===== config.mk =====
export PLATFORM = sky130hd
export DESIGN_NAME = instr_assembler
export DESIGN_NICKNAME = d
export VERILOG_FILES = /design/src/rtl/asm_pkg.sv /design/src/rtl/instr_pack.sv /design/src/rtl/instr_assembler.sv
export SDC_FILE = /design/constraint.sdc
export NUM_CORES = 1
export LEC_CHECK = 0
export ABC_AREA = 1
export BUFFER_PORTS_ARGS = -buffer_cell sky130_fd_sc_hd__buf_2
export CELL_PAD_IN_SITES_DETAIL_PLACEMENT = 2
export CELL_PAD_IN_SITES_GLOBAL_PLACEMENT = 2
export CORE_MARGIN = 5
export CORE_UTILIZATION = 24
export CTS_CLUSTER_SIZE = 24
export DETAILED_ROUTE_END_ITERATION = 10
export GPL_TIMING_DRIVEN = 0
export PLACE_DENSITY = 0.85
export SYNTH_ARGS = -nofsm -noshare
export SYNTH_HDL_FRONTEND = slang
export SYNTH_SLANG_ARGS = --single-unit

===== constraint.sdc =====
create_clock -name clk -period 1.69 [get_ports clk]
set_clock_uncertainty 0.05 [all_clocks]
set_input_delay 0 -clock clk [delete_from_list [all_inputs] [get_ports clk]]
set_output_delay 0 -clock clk [all_outputs]
set_load 0.1 [all_outputs]

===== src/rtl/asm_pkg.sv =====
// Shared MIPS32 encoding constants for the instruction assembler and the controller:
// mnemonic codes, major opcodes, function codes and word-packing helpers.
package asm_pkg;

  typedef enum logic [5:0] {
    MN_ADD   = 6'd0,  MN_ADDU  = 6'd1,  MN_SUB   = 6'd2,  MN_SUBU  = 6'd3,
    MN_AND   = 6'd4,  MN_OR    = 6'd5,  MN_XOR   = 6'd6,  MN_NOR   = 6'd7,
    MN_SLT   = 6'd8,  MN_SLTU  = 6'd9,  MN_SLL   = 6'd10, MN_SRL   = 6'd11,
    MN_SRA   = 6'd12, MN_ROTR  = 6'd13, MN_SLLV  = 6'd14, MN_SRLV  = 6'd15,
    MN_SRAV  = 6'd16, MN_ROTRV = 6'd17, MN_ADDI  = 6'd18, MN_ADDIU = 6'd19,
    MN_SLTI  = 6'd20, MN_SLTIU = 6'd21, MN_ANDI  = 6'd22, MN_ORI   = 6'd23,
    MN_XORI  = 6'd24, MN_LUI   = 6'd25, MN_CLZ   = 6'd26, MN_CLO   = 6'd27,
    MN_SEB   = 6'd28, MN_SEH   = 6'd29, MN_BEQ   = 6'd30, MN_BNE   = 6'd31,
    MN_BLEZ  = 6'd32, MN_BGTZ  = 6'd33, MN_BLTZ  = 6'd34, MN_BGEZ  = 6'd35,
    MN_J     = 6'd36
  } mnemonic_e;

  typedef enum logic [1:0] {
    ST_IDLE  = 2'd0,
    ST_RUN   = 2'd1,
    ST_FULL  = 2'd2,
    ST_DRAIN = 2'd3
  } asm_state_e;

  localparam logic [5:0] OP_SPECIAL  = 6'b000000;
  localparam logic [5:0] OP_REGIMM   = 6'b000001;
  localparam logic [5:0] OP_J        = 6'b000010;
  localparam logic [5:0] OP_BEQ      = 6'b000100;
  localparam logic [5:0] OP_BNE      = 6'b000101;
  localparam logic [5:0] OP_BLEZ     = 6'b000110;
  localparam logic [5:0] OP_BGTZ     = 6'b000111;
  localparam logic [5:0] OP_ADDI     = 6'b001000;
  localparam logic [5:0] OP_ADDIU    = 6'b001001;
  localparam logic [5:0] OP_SLTI     = 6'b001010;
  localparam logic [5:0] OP_SLTIU    = 6'b001011;
  localparam logic [5:0] OP_ANDI     = 6'b001100;
  localparam logic [5:0] OP_ORI      = 6'b001101;
  localparam logic [5:0] OP_XORI     = 6'b001110;
  localparam logic [5:0] OP_LUI      = 6'b001111;
  localparam logic [5:0] OP_SPECIAL2 = 6'b011100;
  localparam logic [5:0] OP_SPECIAL3 = 6'b011111;

  localparam logic [5:0] FN_SLL   = 6'b000000;
  localparam logic [5:0] FN_SRL   = 6'b000010;
  localparam logic [5:0] FN_SRA   = 6'b000011;
  localparam logic [5:0] FN_SLLV  = 6'b000100;
  localparam logic [5:0] FN_SRLV  = 6'b000110;
  localparam logic [5:0] FN_SRAV  = 6'b000111;
  localparam logic [5:0] FN_ADD   = 6'b100000;
  localparam logic [5:0] FN_ADDU  = 6'b100001;
  localparam logic [5:0] FN_SUB   = 6'b100010;
  localparam logic [5:0] FN_SUBU  = 6'b100011;
  localparam logic [5:0] FN_AND   = 6'b100100;
  localparam logic [5:0] FN_OR    = 6'b100101;
  localparam logic [5:0] FN_XOR   = 6'b100110;
  localparam logic [5:0] FN_NOR   = 6'b100111;
  localparam logic [5:0] FN_SLT   = 6'b101010;
  localparam logic [5:0] FN_SLTU  = 6'b101011;
  localparam logic [5:0] FN_CLZ   = 6'b100000;
  localparam logic [5:0] FN_CLO   = 6'b100001;
  localparam logic [5:0] FN_BSHFL = 6'b100000;

  // Sub-opcode fields that select a variant within a shared opcode/func
  localparam logic [4:0] RT_BLTZ  = 5'b00000;
  localparam logic [4:0] RT_BGEZ  = 5'b00001;
  localparam logic [4:0] SA_SEB   = 5'b10000;
  localparam logic [4:0] SA_SEH   = 5'b11000;
  localparam logic [4:0] ROT_SEL  = 5'b00001;
  localparam logic [4:0] FIELD_Z  = 5'b00000;

  function automatic logic [31:0] r_word(input logic [5:0] op, input logic [4:0] rs,
                                         input logic [4:0] rt, input logic [4:0] rd,
                                         input logic [4:0] sa, input logic [5:0] fn);
    return {op, rs, rt, rd, sa, fn};
  endfunction

  function automatic logic [31:0] i_word(input logic [5:0] op, input logic [4:0] rs,
                                         input logic [4:0] rt, input logic [15:0] imm);
    return {op, rs, rt, imm};
  endfunction

  function automatic logic [31:0] j_word(input logic [5:0] op, input logic [25:0] target);
    return {op, target};
  endfunction

endpackage


===== src/rtl/instr_pack.sv =====
// Combinational MIPS32 encoder: mnemonic plus operand fields to a 32-bit word.
// Fields a mnemonic does not use are forced to zero; unknown mnemonics clear legal.
module instr_pack
  import asm_pkg::*;
(
  input  logic [5:0]  mn,
  input  logic [4:0]  rs,
  input  logic [4:0]  rt,
  input  logic [4:0]  rd,
  input  logic [4:0]  sa,
  input  logic [15:0] imm,
  input  logic [25:0] target,
  output logic [31:0] word,
  output logic        legal
);

  // Encode the offered instruction
  always_comb begin
    word  = 32'h0000_0000;
    legal = 1'b1;
    case (mn)
      MN_ADD:   word = r_word(OP_SPECIAL, rs, rt, rd, FIELD_Z, FN_ADD);
      MN_ADDU:  word = r_word(OP_SPECIAL, rs, rt, rd, FIELD_Z, FN_ADDU);
      MN_SUB:   word = r_word(OP_SPECIAL, rs, rt, rd, FIELD_Z, FN_SUB);
      MN_SUBU:  word = r_word(OP_SPECIAL, rs, rt, rd, FIELD_Z, FN_SUBU);
      MN_AND:   word = r_word(OP_SPECIAL, rs, rt, rd, FIELD_Z, FN_AND);
      MN_OR:    word = r_word(OP_SPECIAL, rs, rt, rd, FIELD_Z, FN_OR);
      MN_XOR:   word = r_word(OP_SPECIAL, rs, rt, rd, FIELD_Z, FN_XOR);
      MN_NOR:   word = r_word(OP_SPECIAL, rs, rt, rd, FIELD_Z, FN_NOR);
      MN_SLT:   word = r_word(OP_SPECIAL, rs, rt, rd, FIELD_Z, FN_SLT);
      MN_SLTU:  word = r_word(OP_SPECIAL, rs, rt, rd, FIELD_Z, FN_SLTU);
      MN_SLL:   word = r_word(OP_SPECIAL, FIELD_Z, rt, rd, sa, FN_SLL);
      MN_SRL:   word = r_word(OP_SPECIAL, FIELD_Z, rt, rd, sa, FN_SRL);
      MN_SRA:   word = r_word(OP_SPECIAL, FIELD_Z, rt, rd, sa, FN_SRA);
      // Rotates reuse the logical-right func; rs/sa bit 0 selects rotation
      MN_ROTR:  word = r_word(OP_SPECIAL, ROT_SEL, rt, rd, sa, FN_SRL);
      MN_SLLV:  word = r_word(OP_SPECIAL, rs, rt, rd, FIELD_Z, FN_SLLV);
      MN_SRLV:  word = r_word(OP_SPECIAL, rs, rt, rd, FIELD_Z, FN_SRLV);
      MN_SRAV:  word = r_word(OP_SPECIAL, rs, rt, rd, FIELD_Z, FN_SRAV);
      MN_ROTRV: word = r_word(OP_SPECIAL, rs, rt, rd, ROT_SEL, FN_SRLV);
      MN_ADDI:  word = i_word(OP_ADDI, rs, rt, imm);
      MN_ADDIU: word = i_word(OP_ADDIU, rs, rt, imm);
      MN_SLTI:  word = i_word(OP_SLTI, rs, rt, imm);
      MN_SLTIU: word = i_word(OP_SLTIU, rs, rt, imm);
      MN_ANDI:  word = i_word(OP_ANDI, rs, rt, imm);
      MN_ORI:   word = i_word(OP_ORI, rs, rt, imm);
      MN_XORI:  word = i_word(OP_XORI, rs, rt, imm);
      MN_LUI:   word = i_word(OP_LUI, FIELD_Z, rt, imm);
      // The ISA requires rt to repeat rd for the count-leading instructions
      MN_CLZ:   word = r_word(OP_SPECIAL2, rs, rd, rd, FIELD_Z, FN_CLZ);
      MN_CLO:   word = r_word(OP_SPECIAL2, rs, rd, rd, FIELD_Z, FN_CLO);
      MN_SEB:   word = r_word(OP_SPECIAL3, FIELD_Z, rt, rd, SA_SEB, FN_BSHFL);
      MN_SEH:   word = r_word(OP_SPECIAL3, FIELD_Z, rt, rd, SA_SEH, FN_BSHFL);
      MN_BEQ:   word = i_word(OP_BEQ, rs, rt, imm);
      MN_BNE:   word = i_word(OP_BNE, rs, rt, imm);
      MN_BLEZ:  word = i_word(OP_BLEZ, rs, FIELD_Z, imm);
      MN_BGTZ:  word = i_word(OP_BGTZ, rs, FIELD_Z, imm);
      MN_BLTZ:  word = i_word(OP_REGIMM, rs, RT_BLTZ, imm);
      MN_BGEZ:  word = i_word(OP_REGIMM, rs, RT_BGEZ, imm);
      MN_J:     word = j_word(OP_J, target);
      default: begin
        word  = 32'h0000_0000;
        legal = 1'b0;
      end
    endcase
  end

endmodule


===== src/rtl/instr_assembler.sv =====
// Streaming MIPS32 assembler: encodes one symbolic instruction per cycle and writes
// the words sequentially into instruction memory starting at a programmable base.
module instr_assembler
  import asm_pkg::*;
#(
  parameter int ADDR_W = 10
) (
  input  logic              clk,
  input  logic              rst,
  input  logic              start,
  input  logic [ADDR_W-1:0] base_addr,
  input  logic              stop,
  input  logic              in_valid,
  output logic              in_ready,
  input  logic [5:0]        in_mn,
  input  logic [4:0]        in_rs,
  input  logic [4:0]        in_rt,
  input  logic [4:0]        in_rd,
  input  logic [4:0]        in_sa,
  input  logic [15:0]       in_imm,
  input  logic [25:0]       in_target,
  output logic              imem_we,
  output logic [ADDR_W-1:0] imem_addr,
  output logic [31:0]       imem_wdata,
  output logic              done,
  output logic [ADDR_W:0]   prog_len,
  output logic              err_illegal
);

  // One past the last memory word; the extra counter bit keeps the address from wrapping
  localparam logic [ADDR_W:0] ADDR_END = {1'b1, {ADDR_W{1'b0}}};
  localparam logic [ADDR_W:0] ONE_W    = {{ADDR_W{1'b0}}, 1'b1};

  asm_state_e        state_r;
  asm_state_e        state_nxt_s;
  logic [ADDR_W:0]   addr_r;
  logic [ADDR_W:0]   addr_inc_s;
  logic [ADDR_W:0]   count_r;
  logic              ready_r;
  logic              we_r;
  logic [ADDR_W-1:0] waddr_r;
  logic [31:0]       wdata_r;
  logic              done_r;
  logic [ADDR_W:0]   prog_len_r;
  logic              err_r;
  logic [31:0]       pack_word_s;
  logic              pack_legal_s;
  logic              accept_s;
  logic              write_s;
  logic              start_take_s;

  instr_pack u_pack (
    .mn     (in_mn),
    .rs     (in_rs),
    .rt     (in_rt),
    .rd     (in_rd),
    .sa     (in_sa),
    .imm    (in_imm),
    .target (in_target),
    .word   (pack_word_s),
    .legal  (pack_legal_s)
  );

  // Handshake qualifiers and the next write address
  always_comb begin
    accept_s     = in_valid && ready_r;
    write_s      = accept_s && pack_legal_s;
    start_take_s = (state_r == ST_IDLE) && start;
    addr_inc_s   = addr_r + ONE_W;
  end

  // Next-state logic
  always_comb begin
    state_nxt_s = state_r;
    case (state_r)
      ST_IDLE: begin
        if (start) begin
          state_nxt_s = ST_RUN;
        end else begin
          state_nxt_s = ST_IDLE;
        end
      end
      ST_RUN: begin
        if (stop) begin
          state_nxt_s = ST_DRAIN;
        end else if (write_s && (addr_inc_s == ADDR_END)) begin
          state_nxt_s = ST_FULL;
        end else begin
          state_nxt_s = ST_RUN;
        end
      end
      ST_FULL: begin
        if (stop) begin
          state_nxt_s = ST_DRAIN;
        end else begin
          state_nxt_s = ST_FULL;
        end
      end
      ST_DRAIN: state_nxt_s = ST_IDLE;
      default:  state_nxt_s = ST_IDLE;
    endcase
  end

  // State register with registered ready and done derived from state
  always_ff @(posedge clk) begin
    if (rst) begin
      state_r <= ST_IDLE;
      ready_r <= 1'b0;
      done_r  <= 1'b0;
    end else begin
      state_r <= state_nxt_s;
      ready_r <= (state_nxt_s == ST_RUN);
      done_r  <= (state_r == ST_DRAIN);
    end
  end

  // Address/count bookkeeping and the write stage register
  always_ff @(posedge clk) begin
    if (rst) begin
      addr_r     <= '0;
      count_r    <= '0;
      we_r       <= 1'b0;
      waddr_r    <= '0;
      wdata_r    <= 32'h0000_0000;
      prog_len_r <= '0;
    end else begin
      we_r <= write_s;
      if (start_take_s) begin
        addr_r  <= {1'b0, base_addr};
        count_r <= '0;
      end else if (write_s) begin
        waddr_r <= addr_r[ADDR_W-1:0];
        wdata_r <= pack_word_s;
        addr_r  <= addr_inc_s;
        count_r <= count_r + ONE_W;
      end
      if (state_r == ST_DRAIN) begin
        prog_len_r <= count_r;
      end
    end
  end

  // Sticky illegal-mnemonic flag, cleared when a new program starts
  always_ff @(posedge clk) begin
    if (rst) begin
      err_r <= 1'b0;
    end else if (start_take_s) begin
      err_r <= 1'b0;
    end else if (accept_s && !pack_legal_s) begin
      err_r <= 1'b1;
    end
  end

  assign in_ready    = ready_r;
  assign imem_we     = we_r;
  assign imem_addr   = waddr_r;
  assign imem_wdata  = wdata_r;
  assign done        = done_r;
  assign prog_len    = prog_len_r;
  assign err_illegal = err_r;

endmodule


==> results.cfg, run 1 <==
[grt]
grt_pass1_wl_um = 31200
antenna_found_initial = 1
overflow = 0
grt_max_degree = 19
grt_pass1_vias = 5827
grt_use_total_pct = 19.3

[final_layout]
final_cells = 1092
syn2layout_area_growth_pct = 45.3
final_layout_size_suffix_gt1_share_pct = 26.9
nFillCells = 2163
fin_nets = 942

[yosys]
synth_top_area_cell = dfxtp_1
yosysMostFrequentCell = nand2_1
post_synth.cell_area_avg_um2 = 6.59
ys_ff_latch = 80
synth_top_flop_cell = dfxtp_1
synth-async-reset-ratio_pct = 0
synth.distinct_cells = 42
netlist_area_um2 = 4320
ys_top_cells_by_area = dfxtp_1 (37%), nand2_1 (20%), a21oi_1 (7.1%), nand3_1 (4.9%), nor2_1 (4.7%)
netlist_top_cells_count = nand2_1 (231), dfxtp_1 (80), a21oi_1 (61), nor2_1 (54), nand3_1 (42)
synth_edf_count = 0
synth_fp_nets = 740
yosys_warnings = 0
yosysTopAreaCellShare_pct = 37.1
yosysSeqAreaShare_pct = 37.1
synthCells = 655

[die]
io_pins = 140
die_h_um = 144
dieArea_um2 = 20800
row_count = 49
initial_core_util_pct = 24.2
core_um2 = 17800
die_w_um = 144

[place]
gp_congestion = 0.825
dp.cells = 1020
io_buffers = 136
hpwl_um = 14500
place_ws_ns = -0.425

[clock_network]
clkTransAtPathRegs_ns = 0.07
numCtsBuffers = 9
insertion_delay_ns = 0.36
cts_sinks = 80
cts.path.max_buffers = 2
cts_root_buf = clkbuf_16
h-tree-depth = 3
cts_tree = yes

[critical_path]
path_cells = ha_4 -> nand2_4 -> nor2_4 -> nand2_1 -> nand2_1 -> nand2_2 -> nor2_2 -> nand2_2 -> nor2_4 -> nand4_1 -> nand2_1 -> nand3_2 -> nand2_2 -> inv_1
path_max_fanout = 4
critical-path-slowest-cell = dfxtp_4
r2r-end = state_r[0]
reg2reg_from = addr_r[0]
regToRegSetupSlack_ns = -0.11
r2r_cells = 14
cp-endpoint = state_r[0]
cp.required_ns = 1.90
worstPathArrival_ns = 2.00
path_class = flip-flop to flip-flop
max_stage_delay_ns = 0.38
endpoint_kind = flip-flop
cp-start-kind = flip-flop
worstSetupStartpoint = addr_r[0]

[power_and_ir_drop]
cellLeakagePower_nw = 2.91
p_total_mw = 5.18
irDropWorstVdd_uv = 516
p_per_area_nw_per_um2 = 825

[timing]
final_hold_viol_count = 0
fin_crit_ns = 1.80
rsz0062_at_grt = yes
postLayoutSetupSlackWorst_ns = -0.108
timing.slew.headroom_pct = 53.8
fin_crit_sh_pct = 106
max_freq_mhz = 556
slew_viol_final = 0
setup_viol = 3
setup_tns_ns = -0.277
worstMarginPinSlew_ns = 0.693

[route]
ant_nets = 0
wl_per_cell_um = 18.2
drt_iter0_markers = 137
vias = 5280
drc = 0
routed_wl_um = 19900
viasPerCell = 4.84
first_pass_iters = 4

[min_path]
min_path_type = input port to flip-flop

[run]
timing.max_cap.violations = 0

[status]
violations = negative setup slack
outcome = finished with violations
==> metal layers <==
layer | track usage, % | share of wire [%]
met4 | 5.40 | 1.5
met5 | 0 | 0
met2 | 34.4 | 51
met1 | 23.9 | 44
met3 | 3.11 | 3.7
==> how the worst min path moves through the flow <==
| stage | from | end | slack, ns | cells after the start |
|---|---|---|---|---|
| detailed placement | base_addr[7] | addr_r[7] | 0.24 | 3 |
| global placement | base_addr[7] | addr_r[7] | 0.23 | 3 |
| finish | in_sa[0] | imem_wdata[6] | 0.004 | 5 |
| floorplan | base_addr[8] | addr_r[8] | 0.12 | 2 |
| global route | in_sa[0] | imem_wdata[6] | 0.03 | 5 |
| CTS | in_imm[10] | imem_wdata[10] | 0.0007 | 5 |
==> report_power, final <==
group          switching [mW]  total (mW)  internal, mW
Clock                   0.926        2.10          1.18
Combinational           0.731        1.07         0.341
Sequential             0.0558        2.00          1.95
==> worst max-delay path: cells and delay by family (launching register included) <==
family	cells	cell delay (ns)
adder cells (fa/ha/maj)	1	0.15
buffers and inverters	1	0.04
flip-flops	1	0.38
AND/OR/NAND/NOR	12	1.08
==> sequential cells by signal, indices dropped and copies added, names as in the netlist <==
register     count
addr_r          11
count_r         11
done             1
err_illegal      1
imem_addr       10
imem_wdata      31
imem_we          1
in_ready         1
prog_len        11
state_r          2
==> layout make-up <==
class	count	area, um^2	share of cell area, %
clock inverters	7	85.1	1.36
plain buffers	24	164	2.61
repair buffers	192	1230	19.6
inverters	48	185	2.95
well taps	229	287	4.57
clock buffers	9	225	3.59
multi-input cells	502	2480	39.5
diodes	1	2.50	0.0399
flip-flops and latches	80	1620	25.8
==> metrics by stage <==
step	utilization, %	hold WS [ns]	cell area [um^2]
global route	35.1	0.0264	6270
global placement	29.6	0.230	5290
floorplan	-	0.120	4320
detailed placement	29.6	0.240	5290
CTS	34.6	0.000733	6180
finish	35.1	0.00355	6270
==> kinds of logic after synthesis <==
family	count (synthesis)	synth area share, %
other	1	0.0869
AOI/OAI and AO/OA	121	15.1
adders and majority gates	2	0.580
buffers and inverters	73	7.77
and+or+nand+nor	376	38.9
xor gates and xnor gates	2	0.406
DFF	80	37.1
==> cell usage in the layout, fill, tap and decap left out, types with 2 or more instances in the layout <==
cell	instances
nor2_4	8
clkbuf_16	9
nor2_8	2
buf_2	140
nand2_4	2
inv_6	2
dfxtp_1	72
nand2_2	5
clkbuf_4	4
nand2_1	225
dfxtp_4	2
a21oi_1	61
a22oi_1	5
xor2_1	2
a31oi_1	9
buf_4	8
inv_8	2
nand4_1	11
inv_1	39
nor2_2	9
or2_2	2
o21ai_0	38
nor3b_1	5
a211oi_1	2
nor3_1	9
nor2_1	45
buf_6	6
clkbuf_1	6
dfxtp_2	6
nand3_1	39
inv_2	6
clkinvlp_4	3
dlygate4sd3_1	50
nand3_2	7
==> timing repair <==
item | in CTS | in global routing
buffers inserted | 2 | 4
hold buffers | 50 | 0
hold endpoints to repair | 31 | 0
gates cloned | 0 | 0
endpoints found under the setup margin | 52 | 60
pin swaps | 6 | 9
resized for setup | 23 | 20
(Power assumes the default switching activity.)
==> run 2: changes to the inputs <==
CELL_PAD_IN_SITES_DETAIL_PLACEMENT = not set   (was 2)
CELL_PAD_IN_SITES_GLOBAL_PLACEMENT = not set   (was 2)
CORE_UTILIZATION = 46   (was 24)
PLACE_DENSITY = 0.84   (was 0.85)
==> run 2 against run 1 <==
Against the previous run:
- the flow still finishes with violations (negative setup slack)
- fmax up 2.6%
- total power decreased by 13%
- cell count shrank 9.8%
- final area fell by 3.3%
- first-iteration DRC count up 140%
- critical path depth is the same
- clock power down 30%
- critical path type unchanged
==> results.cfg, run 2 (synthesized netlist as in run 1, its figures left out) <==
[status]
violations = negative setup slack
outcome = finished with violations

[grt]
antenna_found_initial = 0
grt_max_degree = 15
grt_pass1_wl_um = 23200
overflow = 0
grt_pass1_vias = 4872
grt_use_total_pct = 25.5

[critical_path]
critical-path-slowest-cell = dfxtp_4
r2r_cells = 14
cp.required_ns = 1.89
max_stage_delay_ns = 0.38
cp-start-kind = flip-flop
crit_top_cell = nand2_1
path_class = flip-flop to flip-flop
crit_family = simple AND/OR/NAND/NOR gates
path_depth = 14
regToRegSetupSlack_ns = -0.06
r2r-end = in_ready
path_max_fanout = 4
reg2reg_from = addr_r[0]
crit_buf_inv = 0
path_cells = ha_4 -> nand2_4 -> nor2_4 -> nand2_1 -> nand2_1 -> nand2_2 -> nor2_2 -> nand2_1 -> nor2_2 -> nand4_1 -> nand2_1 -> nand3_1 -> nand2_1 -> nor2_1
endpoint_kind = flip-flop
worstPathArrival_ns = 1.96

[route]
vias = 5214
highest_layer = met4
first_pass_iters = 5
wl_met2_um = 6950
met1_length_um = 6240
drt_iter0_markers = 331
wl_met3_um = 1050
routed_wl_um = 14800
viasPerCell = 5.29
drc = 0
wl_per_cell_um = 15.0
ant_nets = 0

[min_path]
min_path_type = input port to flip-flop
min_from = in_target[0]
min_to = imem_wdata[0]
holdPathStages = 5

[clock_network]
clkTransAtPathRegs_ns = 0.09
insertion_delay_ns = 0.35
cts.path.max_buffers = 2
cts_root_buf = clkbuf_8
cts_sinks = 80
h-tree-depth = 3
numCtsBuffers = 9
cts_tree = yes

[die]
io_pins = 140
initial_core_util_pct = 46.9
row_count = 35
dieArea_um2 = 11400
core_um2 = 9200
die_w_um = 107
die_h_um = 107

[run]
timing.max_cap.violations = 0

[final_layout]
utilization_pct = 65.9
mostFrequentLayoutCells = nand2_1 (228), buf_2 (143), dfxtp_1 (73), dlygate4sd3_1 (61), a21oi_1 (60)
fin_area_um2 = 6060
largest_register_ffs = 31
mostFrequentLayoutCell = nand2_1
syn2layout_area_growth_pct = 40.5
final_layout_size_suffix_gt1_share_pct = 25.2
insertedDiodeCount = 0
fin_nets = 954

[timing]
slew_viol_final = 0
worstMarginPinSlew_ns = 0.546
rsz0062_at_grt = yes
timing.slew.headroom_pct = 63.6
final_hold_viol_count = 0
max_freq_mhz = 571
postLayoutSetupSlackWorst_ns = -0.0626
setup_viol = 5
hold_ws_ns = 0.00329
fin_crit_ns = 1.75
fin_crit_sh_pct = 104

[power_and_ir_drop]
p_total_mw = 4.49
cellLeakagePower_nw = 2.90
irDropWorstVdd_uv = 511
p_per_area_nw_per_um2 = 741

[place]
placed_cell_area_um2 = 5140
hpwl_um = 10200
io_buffers = 136
gp_congestion = 0.941
[run 2: cell count changes in the layout (fill, tap and decap cells not counted), moves of 4 or more]
cell / delta
clkbuf_16: -9
clkbuf_4: -4
clkbuf_8: +10
dlygate4sd3_1: +11
nor2_1: +4
nor2_4: -4
[run 2: stage by stage]
step / TNS (ns) / setup slack [ns] / std cells
after floorplan: 0 / 0.0184 / 655
after global placement: -2.70 / -0.252 / 902
after detailed placement: -3.06 / -0.289 / 902
after CTS: -0.104 / -0.0516 / 983
after global routing: -1.53 / -0.214 / 985
final: -0.224 / -0.0626 / 985
[run 2: timing repair]
| item | 4_1_cts | 5_1_grt |
|---|---|---|
| pin swaps | 7 | 8 |
| buffers inserted | 4 | 2 |
| hold buffers | 61 | 0 |
| setup endpoints to repair | 14 | 29 |
| hold endpoints to repair | 38 | 0 |
| gates resized for setup | 17 | 7 |
[run 2: worst max path at each step]
stage	slack [ns]	end	start
after global routing	-0.21	in_ready	addr_r[0]
after floorplan	0.02	in_ready	in_ready
after detailed placement	-0.29	in_ready	addr_r[1]
after CTS	-0.05	in_ready	addr_r[1]
final	-0.06	in_ready	addr_r[0]
after global placement	-0.25	in_ready	addr_r[1]
[run 2: final cells by class]
cell class | instances | area [um^2]
Clock buffer | 11 | 141
Timing Repair Buffer | 203 | 1340
Multi-Input combinational cell | 502 | 2430
Tap cell | 111 | 139
Buffer | 25 | 158
Sequential cell | 80 | 1620
Fill cell | 809 | 3130
Clock inverter | 5 | 63.8
Inverter | 48 | 181
[run 2: power by group]
group	leakage [nW]	internal, mW	switching (mW)
Clock	0.101	0.737	0.734
Sequential	0.651	1.94	0.0501
Combinational	2.15	0.347	0.680
Total	2.90	3.03	1.46
[run 2: tightest hold or removal path: stages]
cell and delay [ns]:
buf_2 0.08, a211oi_1 0.05, nand2_1 0.07, nand2_1 0.05
a21oi_1 0.11
[run 2: routing by layer]
metal	global-route usage (%)	vias up
li1	-	2587
met1	31.7	2339
met2	42.4	237
met3	5.90	51
met4	10.2	0
met5	0	-
==> run 3: changes to the inputs <==
BUFFER_PORTS_ARGS = not set   (was -buffer_cell sky130_fd_sc_hd__buf_2)
CORE_UTILIZATION = 50   (was 46)
DONT_BUFFER_PORTS = 1   (was not set)
PLACE_DENSITY = 0.76   (was 0.84)
==> run 3 against run 2 <==
Against the previous run:
- the flow finishes with violations (negative hold slack, negative setup slack)
- combinational power shrank 29%
- core utilization rose by 1.8 points
- worst setup slack got worse by 0.00070 ns
- clock-buffer cell count shrank 1
- sequential share of layout area grew 2.2 points
- sequential power up 13%
- clock power about the same
- die area down 7.3%
==> results.cfg, run 3 (synthesized netlist as in run 1, its figures left out) <==
[status]
outcome = finished with violations
violations = negative hold slack, negative setup slack

[place]
place_ws_ns = -0.291
hpwl_um = 10200
gp_congestion = 0.947
io_buffers = 0

[final_layout]
mostFrequentLayoutCells = nand2_1 (223), dlygate4sd3_1 (75), dfxtp_1 (70), a21oi_1 (59), nor2_1 (46)
mostFrequentLayoutCell = nand2_1
fin_nets = 835
nFillCells = 686
largest_register_ffs = 31
final_layout_size_suffix_gt1_share_pct = 13.7
insertedDiodeCount = 0
syn2layout_area_growth_pct = 30.3

[critical_path]
path_class = flip-flop to flip-flop
r2r-end = in_ready
path_cells = buf_4 -> nand3_2 -> xor2_1 -> or2_2 -> nor2_4 -> nand4_1 -> nand2_1 -> nand3_2 -> nand2_2 -> nor2_2
regToRegSetupSlack_ns = -0.06
worstPathArrival_ns = 1.96
reg2reg_from = addr_r[1]
crit_top_cell = nand3_2
crit_buf_inv = 1
crit_family = simple AND/OR/NAND/NOR gates
path_max_fanout = 3
max_stage_delay_ns = 0.38
cp.required_ns = 1.89
endpoint_kind = flip-flop
critical-path-slowest-cell = dfxtp_4
cp-start-kind = flip-flop
r2r_cells = 10

[grt]
overflow = 0
grt_max_degree = 15
antenna_found_initial = 0
grt_pass1_wl_um = 22500
grt_use_total_pct = 27.2
grt_pass1_vias = 4724

[clock_network]
h-tree-depth = 3
cts_root_buf = clkbuf_8
insertion_delay_ns = 0.35
numCtsBuffers = 9
cts.path.max_buffers = 2
clkTransAtPathRegs_ns = 0.09
cts_tree = yes
cts_sinks = 80

[timing]
max_freq_mhz = 570
setup_viol = 2
fin_crit_sh_pct = 104
timing.slew.headroom_pct = 31.1
hold_ws_ns = -0.00894
postLayoutSetupSlackWorst_ns = -0.0633
fin_crit_ns = 1.75
slew_viol_final = 0
rsz0062_at_grt = yes
final_hold_viol_count = 2
worstMarginPinSlew_ns = 1.03

[die]
core_um2 = 8300
die_w_um = 103
row_count = 33
die_h_um = 103
dieArea_um2 = 10600
initial_core_util_pct = 52.0
io_pins = 140

[min_path]
min_to = imem_we
min_path_type = input port to flip-flop
holdPathStages = 3
min_from = in_mn[5]

[route]
vias = 4875
routed_wl_um = 14800
drc = 0
wl_per_cell_um = 17.3
first_pass_iters = 7
drt_iter0_markers = 293
viasPerCell = 5.68
ant_nets = 0

[power_and_ir_drop]
irDropWorstVdd_uv = 547
cellLeakagePower_nw = 2.35
p_per_area_nw_per_um2 = 789

[run]
timing.max_cap.violations = 0
-- run 3: stage by stage --
| stage | cells | setup TNS, ns | cell area, um^2 | power (mW) | util (%) |
|---|---|---|---|---|---|
| after floorplan | 655 | 0 | 4320 | 2.65 | - |
| after global placement | 760 | -4.90 | 4450 | 2.77 | 53.6 |
| after detailed placement | 760 | -7.24 | 4450 | 2.78 | 53.6 |
| after CTS | 854 | -0.0494 | 5510 | 4.40 | 66.4 |
| after global routing | 859 | -0.421 | 5620 | 4.62 | 67.8 |
| final | 859 | -0.108 | 5620 | 4.43 | 67.8 |
-- run 3: repair_timing --
| item | 4_1_cts | 5_1_grt |
|---|---|---|
| hold buffers | 75 | 0 |
| hold endpoints to repair | 41 | 0 |
| pin swaps | 10 | 8 |
| gates cloned | 0 | 0 |
| resized for setup | 28 | 27 |
| endpoints found under the setup margin | 65 | 50 |
| buffers inserted | 4 | 5 |
-- run 3: tightest hold or removal path, cell delays in order --
cell and delay, ns:
nand3_2 0.13, nand2_8 0.10, nor2_1 0.12
-- run 3: worst max path at each step --
stage	from	endpoint	slack (ns)	cells past startpoint
after detailed placement	addr_r[1]	in_ready	-0.29	14
after global routing	addr_r[4]	in_ready	-0.17	13
final	addr_r[1]	in_ready	-0.06	10
after global placement	addr_r[1]	in_ready	-0.25	14
after CTS	addr_r[0]	in_ready	-0.04	14
after floorplan	in_ready	in_ready	0.02	10
-- run 3: power breakdown --
part | internal [mW] | switching (mW)
clock | 0.731 | 0.736
sequential | 1.94 | 0.293
combinational | 0.303 | 0.428
total | 2.98 | 1.46
-- run 3: area by class of cell --
type,instances,area [um^2],share of cell area (%)
sequential,80,1620,28.9
buffer,25,168,2.98
multi-input combinational,502,2490,44.3
tap,105,131,2.34
clock inverter,5,63.8,1.13
timing repair buffer,84,818,14.6
inverter,48,188,3.34
clock buffer,10,138,2.45
-- run 3: layer usage --
metal / vias to the layer above / global-route usage [%] / wire, um
met5: - / 0 / 0
met4: 0 / 10.2 / 488
met3: 45 / 8.80 / 1390
met2: 261 / 45.5 / 7010
met1: 2226 / 32.5 / 5950
li1: 2343 / - / -
